## src/rtl/riscv_pkg.sv

```systemverilog
// Shared fetch-side definitions: datapath width, canonical NOP and fetch FSM states.
package riscv_pkg;

    localparam int unsigned     XLEN      = 32;
    localparam logic [XLEN-1:0] INSTR_NOP = 32'h0000_0013;

    typedef enum logic [1:0] {
        ST_LOAD = 2'd0,
        ST_RUN  = 2'd1,
        ST_HALT = 2'd2
    } fetch_state_e;

endpackage

```

## src/rtl/fetch_out_reg.sv

```systemverilog
// Valid/ready output register between instruction memory and decode, with flush.
module fetch_out_reg
    import riscv_pkg::*;
(
    input  logic            clk,
    input  logic            rst,
    input  logic            i_flush,
    input  logic            i_load,
    input  logic            i_ready,
    input  logic [XLEN-1:0] i_inst,
    input  logic [XLEN-1:0] i_pc,
    output logic            o_valid,
    output logic [XLEN-1:0] o_inst,
    output logic [XLEN-1:0] o_pc
);

    logic            r_valid;
    logic [XLEN-1:0] r_inst;
    logic [XLEN-1:0] r_pc;

    // Flush drops the held word; a new load replaces it; otherwise ready drains it.
    always_ff @(posedge clk) begin
        if (rst) begin
            r_valid <= 1'b0;
            r_inst  <= INSTR_NOP;
            r_pc    <= '0;
        end else if (i_flush) begin
            r_valid <= 1'b0;
        end else if (i_load) begin
            r_valid <= 1'b1;
            r_inst  <= i_inst;
            r_pc    <= i_pc;
        end else if (i_ready) begin
            r_valid <= 1'b0;
        end
    end

    assign o_valid = r_valid;
    assign o_inst  = r_inst;
    assign o_pc    = r_pc;

endmodule

```

## src/rtl/inst_fetch_ctrl.sv

```systemverilog
// Instruction fetch controller: boot-loads the instruction memory from a serial loader,
// then fetches sequentially with branch redirect, halt and out-of-range detection.
module inst_fetch_ctrl
    import riscv_pkg::*;
#(
    parameter int unsigned DEPTH    = 128,
    parameter logic [31:0] RESET_PC = 32'h0,
    parameter bit          LOAD_EN  = 1'b1
) (
    input  logic        clk,
    input  logic        rst,
    input  logic        ld_valid,
    input  logic [31:0] ld_data,
    input  logic        ld_last,
    output logic        ld_ready,
    output logic [31:0] imem_addr,
    output logic        imem_we,
    output logic [31:0] imem_wdata,
    input  logic [31:0] imem_rdata,
    input  logic        br_take,
    input  logic [31:0] br_target,
    input  logic        halt_req,
    output logic        if_valid,
    input  logic        if_ready,
    output logic [31:0] if_inst,
    output logic [31:0] if_pc,
    output logic        fetch_err,
    output logic        busy_load
);

    localparam int unsigned      PTR_W    = $clog2(DEPTH);
    localparam logic [XLEN-1:0]  PC_LIMIT = XLEN'(DEPTH * 4);
    localparam logic [XLEN-1:0]  PC_INIT  = RESET_PC & ~32'h3;
    localparam logic [PTR_W-1:0] PTR_LAST = PTR_W'(DEPTH - 1);

    fetch_state_e     r_state;
    logic [XLEN-1:0]  r_pc;
    logic [PTR_W-1:0] r_ld_ptr;
    logic             r_fetch_err;

    logic w_loading;
    logic w_running;
    logic w_ld_accept;
    logic w_ld_done;
    logic w_if_valid;
    logic w_advance;
    logic w_pc_in_range;
    logic w_flush;
    logic w_capture;

    assign w_loading     = (r_state == ST_LOAD);
    assign w_running     = (r_state == ST_RUN);
    assign w_ld_accept   = w_loading && ld_valid;
    assign w_ld_done     = w_ld_accept && (ld_last || (r_ld_ptr == PTR_LAST));
    assign w_advance     = !w_if_valid || if_ready;
    assign w_pc_in_range = (r_pc < PC_LIMIT);
    // Branch outranks halt, which outranks a normal capture.
    assign w_flush       = w_running && br_take;
    assign w_capture     = w_running && !br_take && !halt_req && w_advance && w_pc_in_range;

    always_ff @(posedge clk) begin
        if (rst) begin
            r_state     <= LOAD_EN ? ST_LOAD : ST_RUN;
            r_pc        <= PC_INIT;
            r_ld_ptr    <= '0;
            r_fetch_err <= 1'b0;
        end else begin
            case (r_state)
                ST_LOAD: begin
                    if (w_ld_done) begin
                        r_state  <= ST_RUN;
                        r_pc     <= PC_INIT;
                        r_ld_ptr <= '0;
                    end else if (w_ld_accept) begin
                        r_ld_ptr <= r_ld_ptr + 1'b1;
                    end
                end
                ST_RUN: begin
                    if (br_take) begin
                        r_pc <= br_target & ~32'h3;
                    end else if (halt_req) begin
                        r_state <= ST_HALT;
                    end else if (w_advance) begin
                        if (w_pc_in_range) begin
                            r_pc <= r_pc + 32'd4;
                        end else begin
                            r_fetch_err <= 1'b1;
                            r_state     <= ST_HALT;
                        end
                    end
                end
                default: begin
                end
            endcase
        end
    end

    fetch_out_reg u_out_reg (
        .clk     (clk),
        .rst     (rst),
        .i_flush (w_flush),
        .i_load  (w_capture),
        .i_ready (if_ready),
        .i_inst  (imem_rdata),
        .i_pc    (r_pc),
        .o_valid (w_if_valid),
        .o_inst  (if_inst),
        .o_pc    (if_pc)
    );

    assign if_valid   = w_if_valid;
    assign ld_ready   = w_loading;
    assign busy_load  = w_loading;
    assign imem_we    = w_ld_accept;
    assign imem_addr  = w_loading ? {{(XLEN - PTR_W - 2){1'b0}}, r_ld_ptr, 2'b00} : r_pc;
    assign imem_wdata = w_loading ? ld_data : '0;
    assign fetch_err  = r_fetch_err;

endmodule

```

## config.mk

```make
export PLATFORM = sky130hd
export DESIGN_NAME = inst_fetch_ctrl
export DESIGN_NICKNAME = d
export VERILOG_FILES = /design/src/rtl/riscv_pkg.sv /design/src/rtl/fetch_out_reg.sv /design/src/rtl/inst_fetch_ctrl.sv
export SDC_FILE = /design/constraint.sdc
export NUM_CORES = 1
export LEC_CHECK = 0
export ABC_CLOCK_PERIOD_IN_PS = 2450
export BUFFER_PORTS_ARGS = -buffer_cell sky130_fd_sc_hd__buf_2
export CORE_AREA = 5 5 141 143
export DETAILED_ROUTE_END_ITERATION = 6
export DIE_AREA = 0 0 146 148
export SYNTH_ARGS = -nofsm -noshare
export SYNTH_HDL_FRONTEND = slang
export SYNTH_HIERARCHICAL = 1
export SYNTH_SLANG_ARGS = --single-unit
```

## constraint.sdc

```tcl
create_clock -name clk -period 2.45 [get_ports clk]
set_input_delay 0.1225 -clock clk [delete_from_list [all_inputs] [get_ports clk]]
set_output_delay 0.1225 -clock clk [all_outputs]
set_load 0.01 [all_outputs]
```

==> out/results.ini <==
[hold_path]
hp-class = in2reg
hold_path_depth = 3
hold_start = br_target[10]
whs_endpoint = r_pc[10]$_SDFFE_PP0P_

[clocking]
postCtsSetupBuffers = 0
ctsResizeCount = 0
root_buffer = clkbuf_16
htree_levels = 3
cts-buffers-inserted = 9
clk_latency_ns = 0.35
clockBufferDepth = 2
hold_buffers = 21
cts.sinks = 105
path_clk_slew_ns = 0.07
cts_tree = built

[placed_design]
dp.cells = 987
globalplace.congestion = 0.782
placed_area_sq_um = 6730
port_buffers = 231
dp_hpwl_um = 11500

[routing]
routed.top_layer = met4
drc = 0
vias = 4869
drt_iter0_drc = 177
wirelength_um = 16400
wl_met1_um = 7380
dr.pass1.iters = 4
vias_per_cell = 4.76
wl_met3_um = 978
dr_wl_met2_um = 7910
antenna_left = 0
wl_per_cell_um = 16.0

[logic_synthesis]
syn_area_sq_um = 5430
netlist_instances = 557
synth_flop_cell = dfxtp_1
synth_cell_types = 56
synth_top_area_cell = dfxtp_1
yosys_warnings = 6
synth-edff-count = 0
ys_seq_area_share_pct = 38.7
synth-async-reset-ratio_pct = 0
synth.area.top_cells = dfxtp_1 (39%), nand4bb_1 (13%), nand2b_1 (7.6%)
synth_most_common_cell = dfxtp_1
ys_seq_elements = 105
synth_area_per_cell_sq_um = 9.75
synth_commonest_cells = dfxtp_1 (105), nand2b_1 (66), nand4bb_1 (61)
yosysTopAreaCellShare_pct = 38.7

[setup_path]
cp_top_family = simple AND/OR/NAND/NOR gates
end_kind = flip-flop
crit_arrival_ns = 2.48
max_stage_delay_ns = 0.52
path_cells = inv_1 -> or3_1 -> nor3_2 -> nor2b_4 -> buf_12 -> o21ai_1
cp_slowest_cell = or3_1
path_buf_inv = 2
cp_max_fo = 38
worstSetupPathType = reg2reg
cp.required_ns = 2.68
r2r_start = r_state[0]$_SDFFE_PP0P_
rr_endpoint = u_out_reg/o_inst[17]$_SDFFE_PP0P_
reg2regPathDepth = 6
rrSetupSlack_ns = 0.20
startpoint_type = flip-flop

[grt]
grt_pass1_wl_um = 26000
grt_pass1_vias = 4871
grt.overflow.total = 0
grt_start_max_net_pins = 80
grtUsageTotal_pct = 14.7
antenna_found_initial = 0

[timing]
slew_violations = 0
rsz0062_at_grt = false
finalSetupViolCount = 0
fin_crit_sh_pct = 91.8
fin_skew_ns = 0.00904
tns_ns = 0
min_period_ns = 2.25
fmax_ghz = 0.445
slew_headroom_pct = 54.6
hold_viol_final = 0
tightest_slew_ns = 0.681

[power]
power.density_nw_per_um2 = 580
worst_ir_drop_vdd_v = 0.000353
power_leakage_nw = 3.09

[floorplan]
start_util_pct = 29.4
die_h_um = 148
core_sq_um = 18500
rows = 50
pin_count = 236
die_w_um = 146
design.die.area_sq_um = 21600

[outcome]
status = completed

[finish]
drive_gt1_share_pct = 40.6
n_fill_cell = 1906
final_cells = 1023
insertedDiodeCount = 0
finalInstanceArea_sq_um = 7240
nNetsFinal = 890
areaGrowthSynthToFinish_pct = 33.3

[run]
maxCapViolations = 0

## worst min-delay path: cells and delay by family
family | cells | cell delay [ns]
and+or+nand+nor | 1 | 0.05
AOI/OAI and AO/OA | 1 | 0.05
buffers and inverters | 1 | 0.10
## sequential cells by signal (all words and copies together) (netlist names)
signal,count
r_state,2
fetch_err,1
u_out_reg/o_pc,32
r_ld_ptr,7
u_out_reg/o_inst,32
u_out_reg/o_valid,1
r_pc,30
## worst max path at each step
| stage | from | endpoint | slack, ns | cells past startpoint |
|---|---|---|---|---|
| floorplan | r_state[1]$_SDFFE_PP0P_ | u_out_reg/o_pc[9]$_SDFFE_PP0P_ | 0.26 | 8 |
| detailed placement | r_pc[25]$_SDFFE_PP0P_ | u_out_reg/o_inst[17]$_SDFFE_PP0P_ | 0.19 | 6 |
| global route | r_pc[9]$_SDFFE_PP0P_ | u_out_reg/o_pc[24]$_SDFFE_PP0P_ | 0.04 | 6 |
| CTS | r_pc[25]$_SDFFE_PP0P_ | u_out_reg/o_pc[15]$_SDFFE_PP0P_ | 0.18 | 6 |
| finish | r_state[0]$_SDFFE_PP0P_ | u_out_reg/o_inst[17]$_SDFFE_PP0P_ | 0.20 | 6 |
| global placement | r_state[0]$_SDFFE_PP0P_ | u_out_reg/o_pc[22]$_SDFFE_PP0P_ | 0.24 | 6 |
## power by group
group / switching, mW / internal (mW) / total, mW
clock: 0.649 / 0.814 / 1.46
sequential: 0.0564 / 1.76 / 1.81
combinational: 0.504 / 0.416 / 0.920
## layout by cell type, fill, tap and decap left out, drive strengths merged, types with 6 or more instances in the layout
master	synthesis	layout
buf	18	245
dfxtp	105	105
o21ai	71	71
nand2b	66	66
nand4bb	62	62
and2	32	32
nor2b	28	28
dlygate4sd3	0	21
a22o	19	19
nand2	18	18
nor2	15	15
a21oi	13	13
clkbuf	29	10
nor3	8	8
mux2	7	7
mux2i	7	7
nor4	6	6
## layout make-up
cell class,instances,area (sq um),area share (%)
repair buffers,266,1510,20.9
flip-flops and latches,105,2100,29.0
multi-input cells,398,3020,41.7
inverters,5,18.8,0.259
clock inverters,5,56.3,0.778
well taps,234,293,4.04
clock buffers,10,239,3.30
## kinds of logic after synthesis
group / synth area share (%)
buf+inv: 6.31
simple gates: 34.8
xor+xnor: 0.645
flops: 38.7
compound gates: 16.3
other cells: 0.0691
mux: 2.74
fa+ha+maj: 0.461
## routing by layer
metal	GRT usage, %	vias up
li1	-	2443
met1	18.6	2292
met2	24.7	121
met3	5.24	13
met4	2.59	0
met5	0	-
## metrics by stage
| step | total power, mW | hold slack (ns) | utilization (%) | worst slack [ns] |
|---|---|---|---|---|
| after floorplan | 2.42 | 0.248 | - | 0.263 |
| final | 4.20 | 0.0230 | 39.2 | 0.201 |
| after global placement | 2.76 | 0.334 | 36.5 | 0.244 |
| after CTS | 4.28 | 0.00211 | 39.2 | 0.179 |
| after detailed placement | 2.76 | 0.334 | 36.5 | 0.190 |
| after global routing | 4.43 | 0.0352 | 39.2 | 0.0403 |
No activity file was read; power rests on OpenSTA's default activity.
